`config.mk`:
```
export PLATFORM = sky130hd
export DESIGN_NAME = regfile_ckpt
export DESIGN_NICKNAME = d
export VERILOG_FILES = /design/src/rtl/regfile_ckpt.sv
export SDC_FILE = /design/constraint.sdc
export NUM_CORES = 2
export LEC_CHECK = 0
export CAP_MARGIN = 40
export CORE_MARGIN = 1.5
export CORE_UTILIZATION = 44
export DETAILED_ROUTE_END_ITERATION = 7
export PLACE_DENSITY = 0.73
export SYNTH_ARGS = -nofsm -noshare
export SYNTH_HDL_FRONTEND = slang
export SYNTH_SLANG_ARGS = --single-unit
```
`constraint.sdc`:
```
create_clock -name clk -period 2.8 [get_ports clk]
set_input_delay 0.56 -clock clk [delete_from_list [all_inputs] [get_ports clk]]
set_output_delay 0.56 -clock clk [all_outputs]
set_load 0.02 [all_outputs]
```
`src/rtl/regfile_ckpt.sv`:
```
// GPR/EIP/EFLAGS register file with dual-port commit, one rollback checkpoint and a retired-step counter.
// Commits land on the next edge; there is no backpressure, a step is accepted whenever en is high.
module regfile_ckpt #(
   parameter int               WIDTH        = 32,
   parameter int               NUM_REGS     = 8,
   parameter int               SEL_W        = 3,
   parameter logic [WIDTH-1:0] RESET_EIP    = '0,
   parameter logic [WIDTH-1:0] RESET_EFLAGS = WIDTH'(2)
) (
   input  logic                      clk,
   input  logic                      rst_n,
   input  logic                      en,
   input  logic                      wr0_en,
   input  logic [SEL_W-1:0]          wr0_sel,
   input  logic [WIDTH-1:0]          wr0_data,
   input  logic                      wr1_en,
   input  logic [SEL_W-1:0]          wr1_sel,
   input  logic [WIDTH-1:0]          wr1_data,
   input  logic [WIDTH-1:0]          next_eip,
   input  logic [WIDTH-1:0]          next_eflags,
   input  logic                      ckpt_req,
   input  logic                      restore_req,
   input  logic [SEL_W-1:0]          rd0_sel,
   output logic [WIDTH-1:0]          rd0_data,
   input  logic [SEL_W-1:0]          rd1_sel,
   output logic [WIDTH-1:0]          rd1_data,
   output logic [NUM_REGS*WIDTH-1:0] gpr_flat,
   output logic [WIDTH-1:0]          eip,
   output logic [WIDTH-1:0]          eflags,
   output logic [31:0]               retired,
   output logic                      ckpt_valid,
   output logic                      restore_err
);

   typedef enum logic {IDLE, ARMED} state_t;

   state_t           state;
   logic [WIDTH-1:0] gpr    [NUM_REGS];
   logic [WIDTH-1:0] ck_gpr [NUM_REGS];
   logic [WIDTH-1:0] ck_eip;
   logic [WIDTH-1:0] ck_eflags;
   logic [31:0]      ck_ret;
   logic [31:0]      ret_cnt;
   logic             do_restore;

   assign do_restore = restore_req && (state == ARMED);
   assign retired    = ret_cnt;

   always_ff @(posedge clk or negedge rst_n) begin
      if (!rst_n) begin
         for (int i = 0; i < NUM_REGS; i++) begin
            gpr[i]    <= '0;
            ck_gpr[i] <= '0;
         end
         eip         <= RESET_EIP;
         eflags      <= RESET_EFLAGS;
         ret_cnt     <= '0;
         ck_eip      <= RESET_EIP;
         ck_eflags   <= RESET_EFLAGS;
         ck_ret      <= '0;
         state       <= IDLE;
         ckpt_valid  <= 1'b0;
         restore_err <= 1'b0;
      end else begin
         restore_err <= restore_req && (state == IDLE);
         if (do_restore) begin
            // Rollback wins over everything else this cycle, including a fresh checkpoint.
            for (int i = 0; i < NUM_REGS; i++) begin
               gpr[i] <= ck_gpr[i];
            end
            eip        <= ck_eip;
            eflags     <= ck_eflags;
            ret_cnt    <= ck_ret;
            state      <= IDLE;
            ckpt_valid <= 1'b0;
         end else begin
            if (ckpt_req && !restore_req) begin
               for (int i = 0; i < NUM_REGS; i++) begin
                  ck_gpr[i] <= gpr[i];
               end
               ck_eip     <= eip;
               ck_eflags  <= eflags;
               ck_ret     <= ret_cnt;
               state      <= ARMED;
               ckpt_valid <= 1'b1;
            end
            if (en) begin
               for (int i = 0; i < NUM_REGS; i++) begin
                  if (wr0_en && (wr0_sel == SEL_W'(i))) begin
                     gpr[i] <= wr0_data;
                  end else if (wr1_en && (wr1_sel == SEL_W'(i))) begin
                     gpr[i] <= wr1_data;
                  end
               end
               eip     <= next_eip;
               eflags  <= next_eflags;
               ret_cnt <= ret_cnt + 32'd1;
            end
         end
      end
   end

   // Out-of-range selectors match no register and so read as zero.
   always_comb begin
      rd0_data = '0;
      rd1_data = '0;
      for (int i = 0; i < NUM_REGS; i++) begin
         if (rd0_sel == SEL_W'(i)) rd0_data = gpr[i];
         if (rd1_sel == SEL_W'(i)) rd1_data = gpr[i];
      end
   end

   for (genvar g = 0; g < NUM_REGS; g++) begin : g_flat
      assign gpr_flat[g*WIDTH +: WIDTH] = gpr[g];
   end

endmodule

```
# --- Yosys cells after proc, flatten, opt, wreduce, memory -nomap -nowiden ---
# Index checks and enable logic that the tools add are counted.
totals:
  register_bits: 706
  in_bits: 147
classes:
  reduce_logical: 43
  n_addsub: 1
  bitwise_logic: 2
  muxes: 42
  n_eq_ne: 28
op_table:
  columns: ["op", "count"]
  rows:
  - ["$mux W32", 38]
  - ["$mux W256", 2]
  - ["$eq A3 B3 Y1 const B", 16]
  - ["$add A32 B1 Y32 const B", 1]
  - ["$eq A3 B2 Y1 const B", 8]
  - ["$reduce_bool A3 Y1", 8]
  - ["$logic_and A1 B1 Y1", 19]
  - ["$reduce_and A2 Y1", 9]
  - ["$eq A3 B1 Y1 const B", 4]
  - ["$logic_not A3 Y1", 4]
  - ["$reduce_bool A2 Y1", 2]
  - ["$mux W1", 2]
  - ["$not A1 Y1", 2]
  - ["$logic_not A1 Y1", 1]

# --- Longest topological paths before layout ---
depth:
  word_depth: 9
  mapped_depth: 9

# --- Least setup slack after synthesis ---
# OpenSTA, ideal clock, no wires.
synth_timing:
  path_type: "input -> output"
  startpoint: "input rd1_sel[1]"
  endpoint: "output rd1_data[12]"
  cell_stages: 8
  path_slack_ns: 0.132
  arrival_ns: 2.108
  required_time_ns: 2.240
  cell_sequence: "buf_2 -> buf_2 -> buf_2 -> buf_2 -> nor2_1 -> nor2_1 -> a221oi_1 -> o21ai_0"
synth_via:
  elab_chain_cells: 9
  word_cells_on_any_way: 16
  cone_classes: "7 x eq/ne; 8 x mux; 1 x reduce/logical"
synth_rtl:
  columns: ["element", "line", "rtl"]
  rows:
  - ["from (decl)", "25", "input logic [SEL_W-1:0] rd1_sel,"]
  - ["$logic_not A3 Y1", "109", "if (rd1_sel == SEL_W'(i)) rd1_data = gpr[i];"]
  - ["$mux W32 (7 in series)", "109", null]
  - ["$mux W32 (*)", "109", null]
  - ["to (decl)", "26", "output logic [WIDTH-1:0] rd1_data,"]
# Mark *: on every way between the ends. The rest lies on a longest branch, timed or not.

# --- Final worst setup path ---
layout_timing:
  startpoint: "input rd0_sel[2]"
  endpoint: "output rd0_data[15]"
layout_via:
  elab_chain_cells: 9
  word_cells_on_any_way: 16
  cone_classes: "7 x eq/ne; 8 x mux; 1 x reduce/logical"
layout_rtl:
  columns: ["element", "line", "rtl"]
  rows:
  - ["from (decl)", "23", "input logic [SEL_W-1:0] rd0_sel,"]
  - ["$logic_not A3 Y1", "108", "if (rd0_sel == SEL_W'(i)) rd0_data = gpr[i];"]
  - ["$mux W32 (7 in series)", "108", null]
  - ["$mux W32 (*)", "108", null]
  - ["to (decl)", "24", "output logic [WIDTH-1:0] rd0_data,"]
# Marks and branches as above.

==> impl_metrics.py <==
metrics = {
    "status": {
        "status": "complete, but fails checks",
        "violations": "negative setup slack",
    },
    "setup_path": {
        "path_cells": "buf_4 > buf_12 > inv_1 > nor3_2 > buf_12 > buf_12 > nand2_1 > o21ai_1 > dlygate4sd2_1",
        "cp.arrival_ns": 2.25,
        "cpMostUsedCell": "buf_12",
        "path_buf_inv": 6,
        "path_max_fanout": 26,
        "endpoint_kind": "output port",
        "reg2reg_from": "retired[2]",
        "reg2reg_depth": 4,
        "crit_family": "buffers and inverters",
        "worst-path-stages": 9,
        "r2r_end": "retired[28]",
        "worstSetupPathType": "in2out",
        "critical-path-slowest-cell": "dlygate4sd2_1",
        "max_stage_delay_ns": 0.37,
        "regToRegSetupSlack_ns": 0.68,
        "critPathRequiredTime_ns": 2.24,
        "startpoint_type": "primary input",
    },
    "final_layout": {
        "nets": 4076,
        "drive_gt1_share_pct": 29.59,
        "final_common_cell": "dfrtp_1",
        "seq_area_um2": 17710,
        "final_cells": 5073,
        "mostFrequentLayoutCells": "dfrtp_1, mux2_2, clkdlybuf4s50_1, nand2_1, mux2i_1",
        "nFillCells": 6788,
        "syn2layout_area_growth_pct": 30.83,
        "multiInputGateArea_um2": 18280,
    },
    "sta": {
        "fin_skew_ns": 0.01837,
        "drv_slew": 0,
        "finalHoldViolCount": 0,
        "min_period_ns": 2.810,
        "max_clock_freq_ghz": 0.3558,
        "setup_viol": 1,
        "worst_pin_slew_ns": 0.7980,
        "postLayoutSetupSlackWorst_ns": -0.01040,
        "rsz0062_at_grt": "yes",
        "fin_crit_sh_pct": 100.4,
        "relSlewSlack_pct": 46.80,
    },
    "clock_tree": {
        "clk_path_buf_depth": 3,
        "cts-buffers-inserted": 78,
        "cts.htree.levels": 3,
        "cts_root_buf": "clkbuf_16",
        "clk_pin_slew_ns": 0.06,
        "tritoncts": "yes",
        "clk_latency_ns": 0.64,
        "cts.sinks": 706,
    },
    "drt": {
        "route.detailed.drc": 0,
        "ant_nets": 0,
        "drt-pass1-iter-count": 5,
        "drt-initial-drc-count": 2974,
        "vias": 30560,
        "wl_per_cell_um": 26.48,
        "wl_um": 134300,
        "via_per_inst": 6.023,
    },
    "place": {
        "numPortBuffers": 564,
        "gp_congestion": 0.9127,
        "dp_hpwl_um": 92260,
        "dp_cells": 4910,
        "place_ws_ns": -0.5791,
    },
    "die": {
        "ios": 565,
        "initial_core_util_pct": 44.45,
        "die-area_um2": 86170,
        "die_y_um": 293.5,
        "die_w_um": 293.5,
        "rows": 106,
        "coreArea_um2": 83560,
    },
    "global_route": {
        "grt_pass1_vias": 30160,
        "grt-ovfl-total": 0,
        "grt_max_degree": 107,
        "grt_usage_pct": 30.69,
        "grt_antenna_before_repair": 13,
        "grt_pass1_wl_um": 198800,
    },
    "synth": {
        "syn_nets": 3469,
        "yosys_warnings": 0,
        "synth_edf_count": 0,
        "yosysUniqueCellTypes": 51,
        "async_flop_share_pct": 100.0,
        "ys_ff_latch": 706,
        "synth_cells": 3321,
        "synth.yosys.seq_area_share_pct": 47.57,
        "avgSynthCellArea_um2": 11.18,
        "synth_top_flop_cell": "dfrtp_1",
        "syn-cell-area_um2": 37140,
    },
    "pwr": {
        "p_leak_nw": 20.67,
        "ir_drop_uv": 506.1,
        "power_density_nw_per_um2": 817.8,
    },
    "job": {
        "maxCapViolCount": 0,
    },
    "hold_path": {
        "hold_class": "in2async",
    },
}
[per-layer routing]
layer / track usage [%] / routed length, µm / share of wire [%] / up-vias
li1: - / - / - / 13150
met1: 41.32 / 53720 / 40 / 15370
met2: 47.84 / 61470 / 46 / 1652
met3: 5.741 / 12350 / 9.2 / 383
met4: 14.57 / 6781 / 5.0 / 2
met5: 0 / 7 / 0.0052 / -
[cell usage after synthesis, types with 5 or more instances]
library cell	n	share of area [%]
a21o_1	8	0.16
a21oi_1	32	0.43
a221oi_1	37	0.87
a22o_1	34	0.80
a22oi_1	9	0.18
a31oi_1	19	0.32
and3_1	7	0.12
and4_1	5	0.12
buf_1	43	0.43
buf_2	118	1.6
buf_4	26	0.53
clkbuf_1	130	1.3
dfrtp_1	704	47
inv_1	6	0.061
mux2_2	618	19
mux2i_1	374	10
mux4_2	40	2.4
nand2_1	449	4.5
nand2b_1	7	0.12
nand3_1	11	0.15
nand4_1	12	0.20
nor2_1	107	1.1
nor2b_1	10	0.17
nor3_1	5	0.067
nor4bb_1	6	0.16
o21ai_0	384	5.2
o21ai_1	5	0.067
o2bb2ai_1	37	0.87
o31ai_1	16	0.32
or4_1	16	0.32
xor2_1	9	0.21
[how the worst max path moves through the flow]
stage	start	to	slack, ns
after floorplan	rd1_sel[1]	rd1_data[12]	0.13
after global placement	rd1_sel[2]	rd1_data[4]	-0.54
after detailed placement	rd1_sel[2]	rd1_data[4]	-0.58
after CTS	gpr_flat[132]	rd1_data[4]	-0.03
after global routing	rd0_sel[2]	rd0_data[17]	-0.1
final	rd0_sel[2]	rd0_data[15]	-0.01
[through the flow]
stage                     hold WS [ns]  area [µm²]  total power, W  utilization (%)  TNS [ns]
final                           0.4452       48590         0.03974            58.16  -0.01040
after CTS                       0.4532       48390         0.03961            57.92  -0.03323
after global placement          0.4503       45650         0.02861            54.64    -10.21
after global routing            0.4826       48590         0.04132            58.16   -0.2499
after floorplan                 0.2644       37140         0.02216                -         0
after detailed placement        0.4626       45650         0.02895            54.64    -11.22
[flip-flops by register name (all words and copies together) (netlist names)]
register and cells:
state 1, retired 32, ck_gpr 256, restore_err 1, eip 32, ck_eip 32
gpr_flat 256, ck_eflags 32, ck_ret 32, eflags 32
[what timing repair did]
item | 4_1_cts | 5_1_grt
setup buffers | 9 | 9
hold buffers | 1 | 0
gates cloned | 0 | 1
resized for setup | 121 | 85
endpoints found under the setup margin | 63 | 43
pin swaps | 4 | 9
endpoints found under the hold margin | 40 | 0
[kinds of logic after synthesis]
group | after synthesis | synth area share, %
muxes | 1032 | 31.24
xor gates and xnor gates | 13 | 0.3066
buffers and inverters | 329 | 4.026
AOI/OAI and AO/OA | 589 | 9.358
DFF | 706 | 47.57
and+or+nand+nor | 651 | 7.462
adders and majority gates | 1 | 0.03368
[area by class of cell]
type / instances / area share [%]
antenna: 8 / 0.04120
tap: 1080 / 2.781
inverter: 10 / 0.07724
sequential: 706 / 36.45
multi-input combinational: 2286 / 37.62
clock buffer: 116 / 4.789
timing repair buffer: 846 / 17.62
clock inverter: 21 / 0.6283
[report_power, final]
group / switching (W) / internal [W]
clock network: 0.00441 / 0.00624
logic: 0.00621 / 0.00656
registers: 0.00309 / 0.0132
Note: power is estimated with default switching activity, not from simulation.
